**config.mk**
```make
export PLATFORM = sky130hd
export DESIGN_NAME = led_bz_driver
export DESIGN_NICKNAME = d
export VERILOG_FILES = /design/src/rtl/led_bz_driver.sv
export SDC_FILE = /design/constraint.sdc
export NUM_CORES = 1
export LEC_CHECK = 0
export BUFFER_PORTS_ARGS = -buffer_cell sky130_fd_sc_hd__buf_2
export CORE_UTILIZATION = 51
export DETAILED_ROUTE_END_ITERATION = 6
export PLACE_DENSITY = 0.7
export SLEW_MARGIN = 10
export SYNTH_ARGS = -nofsm -noshare
export SYNTH_HDL_FRONTEND = slang
export SYNTH_SLANG_ARGS = --single-unit
```
**constraint.sdc**
```tcl
create_clock -name i_sysclk -period 3.05 [get_ports i_sysclk]
set_input_delay 0.61 -clock i_sysclk [delete_from_list [all_inputs] [get_ports i_sysclk]]
set_output_delay 0.61 -clock i_sysclk [all_outputs]
set_load 0.02 [all_outputs]
```
**src/rtl/led_bz_driver.sv**
```systemverilog
// LED PWM and buzzer driver.
// Synchronizes the {bz_req, r, g, b} pattern from the divided-clock domain,
// gates the three LED channels with an 8-bit PWM, and plays one fixed-length
// tone per rising edge of bz_req, followed by a lockout that discards requests.
module led_bz_driver #(
    parameter int unsigned TONE_HALF = 12500,
    parameter int unsigned BEEP_LEN  = 5000000,
    parameter int unsigned LOCK_LEN  = 2500000
) (
    input  logic       i_sysclk,
    input  logic       RST_n,
    input  logic [3:0] i_data,
    input  logic [7:0] i_duty,
    output logic       BZ,
    output logic       LED_R,
    output logic       LED_G,
    output logic       LED_B,
    output logic       o_busy
);

    localparam int unsigned MAX_LEN = (BEEP_LEN > LOCK_LEN) ? BEEP_LEN : LOCK_LEN;
    localparam int unsigned TMR_W   = (MAX_LEN > 1) ? $clog2(MAX_LEN) : 1;
    localparam int unsigned TONE_W  = (TONE_HALF > 1) ? $clog2(TONE_HALF) : 1;

    localparam logic [TMR_W-1:0]  BEEP_LOAD = TMR_W'(BEEP_LEN - 1);
    localparam logic [TMR_W-1:0]  LOCK_LOAD = TMR_W'(LOCK_LEN - 1);
    localparam logic [TONE_W-1:0] TONE_LAST = TONE_W'(TONE_HALF - 1);

    typedef enum logic [1:0] {
        StIdle,
        StBeep,
        StLockout
    } state_e;

    logic [3:0]        r_sync1;
    logic [3:0]        r_sync2;
    logic              r_bz_prev;
    logic [7:0]        r_pwm_cnt;
    logic [7:0]        r_duty_q;
    logic [2:0]        r_led;

    state_e            r_state;
    logic [TMR_W-1:0]  r_timer;
    logic [TONE_W-1:0] r_tone_cnt;
    logic              r_tone;
    logic              r_bz;
    logic              r_busy;

    state_e            w_state_d;
    logic [TMR_W-1:0]  w_timer_d;
    logic [TONE_W-1:0] w_tone_cnt_d;
    logic              w_tone_d;
    logic              w_bz_d;
    logic              w_busy_d;
    logic              w_rise;
    logic              w_gate;
    logic [2:0]        w_led_on;

    // Two-flop synchronizer plus the previous-value flop for bz_req edge detect.
    always_ff @(posedge i_sysclk or negedge RST_n) begin
        if (!RST_n) begin
            r_sync1   <= 4'b0000;
            r_sync2   <= 4'b0000;
            r_bz_prev <= 1'b0;
        end else begin
            r_sync1   <= i_data;
            r_sync2   <= r_sync1;
            r_bz_prev <= r_sync2[3];
        end
    end

    assign w_rise = r_sync2[3] & ~r_bz_prev;

    // Free-running PWM counter; duty is sampled once per period so mid-period
    // changes never produce a glitched period.
    always_ff @(posedge i_sysclk or negedge RST_n) begin
        if (!RST_n) begin
            r_pwm_cnt <= 8'd0;
            r_duty_q  <= 8'd0;
        end else begin
            r_pwm_cnt <= r_pwm_cnt + 8'd1;
            if (r_pwm_cnt == 8'hFF) begin
                r_duty_q <= i_duty;
            end
        end
    end

    // PWM gate: 255 is fully on, otherwise on for pwm_cnt in [0, duty).
    always_comb begin
        w_gate   = (r_duty_q == 8'hFF) || (r_pwm_cnt < r_duty_q);
        w_led_on = r_sync2[2:0] & {3{w_gate}};
    end

    // Registered active-low LED drives; bit 2 is red, bit 1 green, bit 0 blue.
    always_ff @(posedge i_sysclk or negedge RST_n) begin
        if (!RST_n) begin
            r_led <= 3'b111;
        end else begin
            r_led <= ~w_led_on;
        end
    end

    // Buzzer FSM state, timer and tone generator registers.
    always_ff @(posedge i_sysclk or negedge RST_n) begin
        if (!RST_n) begin
            r_state    <= StIdle;
            r_timer    <= '0;
            r_tone_cnt <= '0;
            r_tone     <= 1'b0;
        end else begin
            r_state    <= w_state_d;
            r_timer    <= w_timer_d;
            r_tone_cnt <= w_tone_cnt_d;
            r_tone     <= w_tone_d;
        end
    end

    // Next-state logic; edges outside IDLE are dropped, never queued.
    always_comb begin
        w_state_d    = r_state;
        w_timer_d    = r_timer;
        w_tone_cnt_d = r_tone_cnt;
        w_tone_d     = r_tone;
        unique case (r_state)
            StIdle: begin
                if (w_rise) begin
                    w_state_d    = StBeep;
                    w_timer_d    = BEEP_LOAD;
                    w_tone_cnt_d = '0;
                    w_tone_d     = 1'b1;
                end
            end
            StBeep: begin
                if (r_timer == '0) begin
                    w_state_d    = StLockout;
                    w_timer_d    = LOCK_LOAD;
                    w_tone_cnt_d = '0;
                    w_tone_d     = 1'b0;
                end else begin
                    w_timer_d = r_timer - TMR_W'(1);
                    if (r_tone_cnt == TONE_LAST) begin
                        w_tone_cnt_d = '0;
                        w_tone_d     = ~r_tone;
                    end else begin
                        w_tone_cnt_d = r_tone_cnt + TONE_W'(1);
                    end
                end
            end
            StLockout: begin
                if (r_timer == '0) begin
                    w_state_d = StIdle;
                end else begin
                    w_timer_d = r_timer - TMR_W'(1);
                end
            end
            default: begin
                w_state_d    = StIdle;
                w_timer_d    = '0;
                w_tone_cnt_d = '0;
                w_tone_d     = 1'b0;
            end
        endcase
    end

    // Output decode from the next state so the registered outputs track the state register.
    always_comb begin
        w_busy_d = (w_state_d != StIdle);
        w_bz_d   = ~(w_tone_d & (w_state_d == StBeep));
    end

    // Registered buzzer and busy outputs.
    always_ff @(posedge i_sysclk or negedge RST_n) begin
        if (!RST_n) begin
            r_bz   <= 1'b1;
            r_busy <= 1'b0;
        end else begin
            r_bz   <= w_bz_d;
            r_busy <= w_busy_d;
        end
    end

    assign BZ     = r_bz;
    assign LED_R  = r_led[2];
    assign LED_G  = r_led[1];
    assign LED_B  = r_led[0];
    assign o_busy = r_busy;

endmodule

```
==> results.md <==
- Status: finished clean
- Synth async-reset ratio: between 90% and 100%
- TNS Setup: 0 ps
- Violation count after the first detailed-routing iteration: between 300 and 400
- IO Pins: 19
- Crit-path max FO: 13
- Grt ovf: 0
- Wire per inst: 16.40 um
- Clock power share: 32.8%
- Worst min path class: in2async
- Clock sinks: 70
- Pwr/cell area: 543.6 nW/um^2
- Worst-path clk slew: ~80 ps
- GP Congestion: 0.8633
- Diode count: 0
- Post-route cell area: 4284 um^2
- Max Cap Viol: 0
- Clock root cell: clkbuf_8
- NetSw: 710.0 uW
- Clk_skew: 8.517 ps
- Flop pwr share: 49.2%
- Synth top area share: 43.04%
- Worst setup EP type: flop
- Largest net degree at the start of global routing: 40
- # nets final: 470
- Top-count cell post-synth: dfrtp_1
- Layout area overhead: 11.64%
- Tightest Pin Transition: 1016 ps
- Synth Warn #: 0
- Post-CTS Hold Buffers: 0
- Commonest cells post-synth: dfrtp_1, nor2_1, nand2_1
- CP Data Arrival Time: between 3000 and 4000 ps
- H-tree levels: 3
- Setup violators final: 0
- Core Rows: 31
- Synthesized cell area: 3837 um^2
- Leak: 0.001794 uW
- CTS Buf Count: 9
- CTS tree: built
- Clock buffer depth: 2
- Share of cells above drive strength 1: 14.44%
- WP data required: approximately 3300 ps
- Initial antenna violation count: 0
- Period utilization: 92.60%
- EDFF count, synth: 0
- Routed WL: 9.003 mm
- Hold Fails Final Rpt: 0
- Post-DP Area: 4083 um^2
- Vias/cell: 5.996
- Crit path launch type: flop
- Cells after synthesis: 425
- Post-Syn Area per Cell: 9.029 um^2
- Min cycle time layout: between 2000 and 3000 ps
- Post-CTS Setup Inserts: 0
- Die ar.: about 7900 um^2
- Relative slew slack: 31.81%
- DIE HEIGHT: 88.75 um
- Yosys cell types: 52
- Combinational share of power: between 15 and 20%
- Synth top area cells: dfrtp_1, o21ai_0, nor2_1
- # port buffers: 18
- Main synth FF type: dfrtp_1
- Util after Layout: between 50% and 60%
- Fmax: ~0.35 GHz
- Sw frac: between 30% and 40%
- DP HPWL: 6.182 mm
- Peak supply drop: 0.0003281 V
- Initial Util: 52.91%
- RSZ-0062 raised after global routing: no
- Via count: around 3,300
- Final Max Slew Viols: 0
- First-pass GRT wire length: around 15 mm
- DRC: 0
- Flop and latch count out of synthesis: 70
- Drt pass-1 iters: 5
- Crit path kind: reg2reg
- Cell taking the most area after synthesis: dfrtp_1
- Power Internal: 1619 uW
- Post_cts resized: 0
- Skew-Pair Late Insertion Delay: between 300 and 400 ps
- Die width: 88.75 um
- Vias in the first global route: 3,008
- Seq/Total Area, Yosys: a little under half
- Tot GR Track Use: 24.91%
- Post-DRT Antenna Nets: 0
- Core Box Area: 7253 um^2
- Syn_nets: 450
[state kept, by name, summed over array words and instances, names as in the netlist]
name / cells
r_timer: 23
r_pwm_cnt: 8
r_sync2: 4
r_tone_cnt: 14
r_tone: 1
o_busy: 1
r_state: 2
r_led: 3
r_bz_prev: 1
r_duty_q: 8
BZ: 1
r_sync1: 4
[power by group through the flow]
stage / Combinational [uW] / Clock [uW] / Sequential, uW
floorplan: 333 / 0 / 1110
global placement: 412 / 0 / 1150
detailed placement: 416 / 0 / 1160
CTS: 419 / 778 / 1140
global route: 468 / 828 / 1160
finish: 420 / 763 / 1150
[layout by cell type (no fill, tap or decap), types with 3 or more instances in the layout]
cell / n
or3_1: 10
nor3b_1: 3
dfstp_2: 4
or4_1: 4
nand4_1: 6
ha_1: 11
nand3_1: 10
or4_4: 3
buf_4: 14
nand2_1: 35
o21ai_0: 34
xor2_1: 5
o2111ai_1: 3
a21o_1: 3
a31oi_1: 7
nor2b_1: 3
a211oi_1: 6
clkbuf_8: 11
a21oi_1: 26
o211ai_1: 5
dfrtp_1: 66
or2_2: 5
nor4_1: 7
buf_2: 18
nand2b_1: 4
nor2_1: 44
o22ai_1: 7
mux2i_1: 7
and3_1: 4
o31ai_1: 4
xnor2_1: 15
nor3_1: 16
inv_1: 20
[worst paths after layout]
path / slack (ps) / cells past startpoint / end / from
worst max-delay path: 230 / 6 / r_tone_cnt[6]$_DFFE_PN0P_ / r_timer[8]$_DFFE_PN0P_
worst min-delay path: 330 / 1 / r_duty_q[3]$_DFFE_PN0N_ / RST_n
worst min register to register: 350 / 0 / r_sync2[1]$_DFF_PN0_ / r_sync1[1]$_DFF_PN0_
min in group i_sysclk: 350 / 0 / r_sync2[1]$_DFF_PN0_ / r_sync1[1]$_DFF_PN0_
worst max register to register: 230 / 6 / r_tone_cnt[6]$_DFFE_PN0P_ / r_timer[8]$_DFFE_PN0P_
max in group asynchronous: 2000 / 2 / BZ$_DFF_PN1_ / RST_n
[metrics by stage]
stage | power (uW) | hold slack (ps) | instances | setup slack (ps)
2_1_floorplan | 1445 | 314.4 | 425 | 477.0
3_3_place_gp | 1566 | 335.7 | 533 | 313.5
3_5_place_dp | 1576 | 340.4 | 533 | 248.5
4_1_cts | 2340 | 341.7 | 549 | 232.5
5_1_grt | 2461 | 344.8 | 549 | 118.9
6_report | 2329 | 325.0 | 549 | 225.8
[routing by layer]
layer	global-route usage (%)	vias to the layer above	share of wire (%)
met5	0	-	0
met4	9.971	0	1.9
met3	4.851	21	6.4
met2	38.53	134	46
met1	34.42	1563	46
li1	-	1574	-
[critical path: stages (launching register included)]
cell and delay, ps:
dfrtp_1 460, or4_1 640, or4_4 650, o211ai_1 520, nor2b_1 200, buf_4 180, nor2_1 60
[cell families (layout without fill, tap and decap cells)]
kind of cell	after synthesis	in the layout	share of synthesized area [%]
AO/OA/AOI/OAI	108	108	17.51
XOR/XNOR	20	20	4.565
adder cells (fa/ha/maj)	12	12	3.847
buffers and inverters	45	70	4.499
flip-flops	70	70	45.78
multiplexers	8	8	2.119
AND/OR/NAND/NOR	162	162	21.68
[cell type report]
class	count	area [um^2]
Inverter	21	78.83
Sequential cell	70	1757
Timing Repair Buffer	33	215.2
Fill cell	652	2969
Multi-Input combinational cell	310	1908
Tap cell	99	123.9
Clock inverter	3	42.54
Clock buffer	13	158.9
No activity file was read; power rests on OpenSTA's default activity.
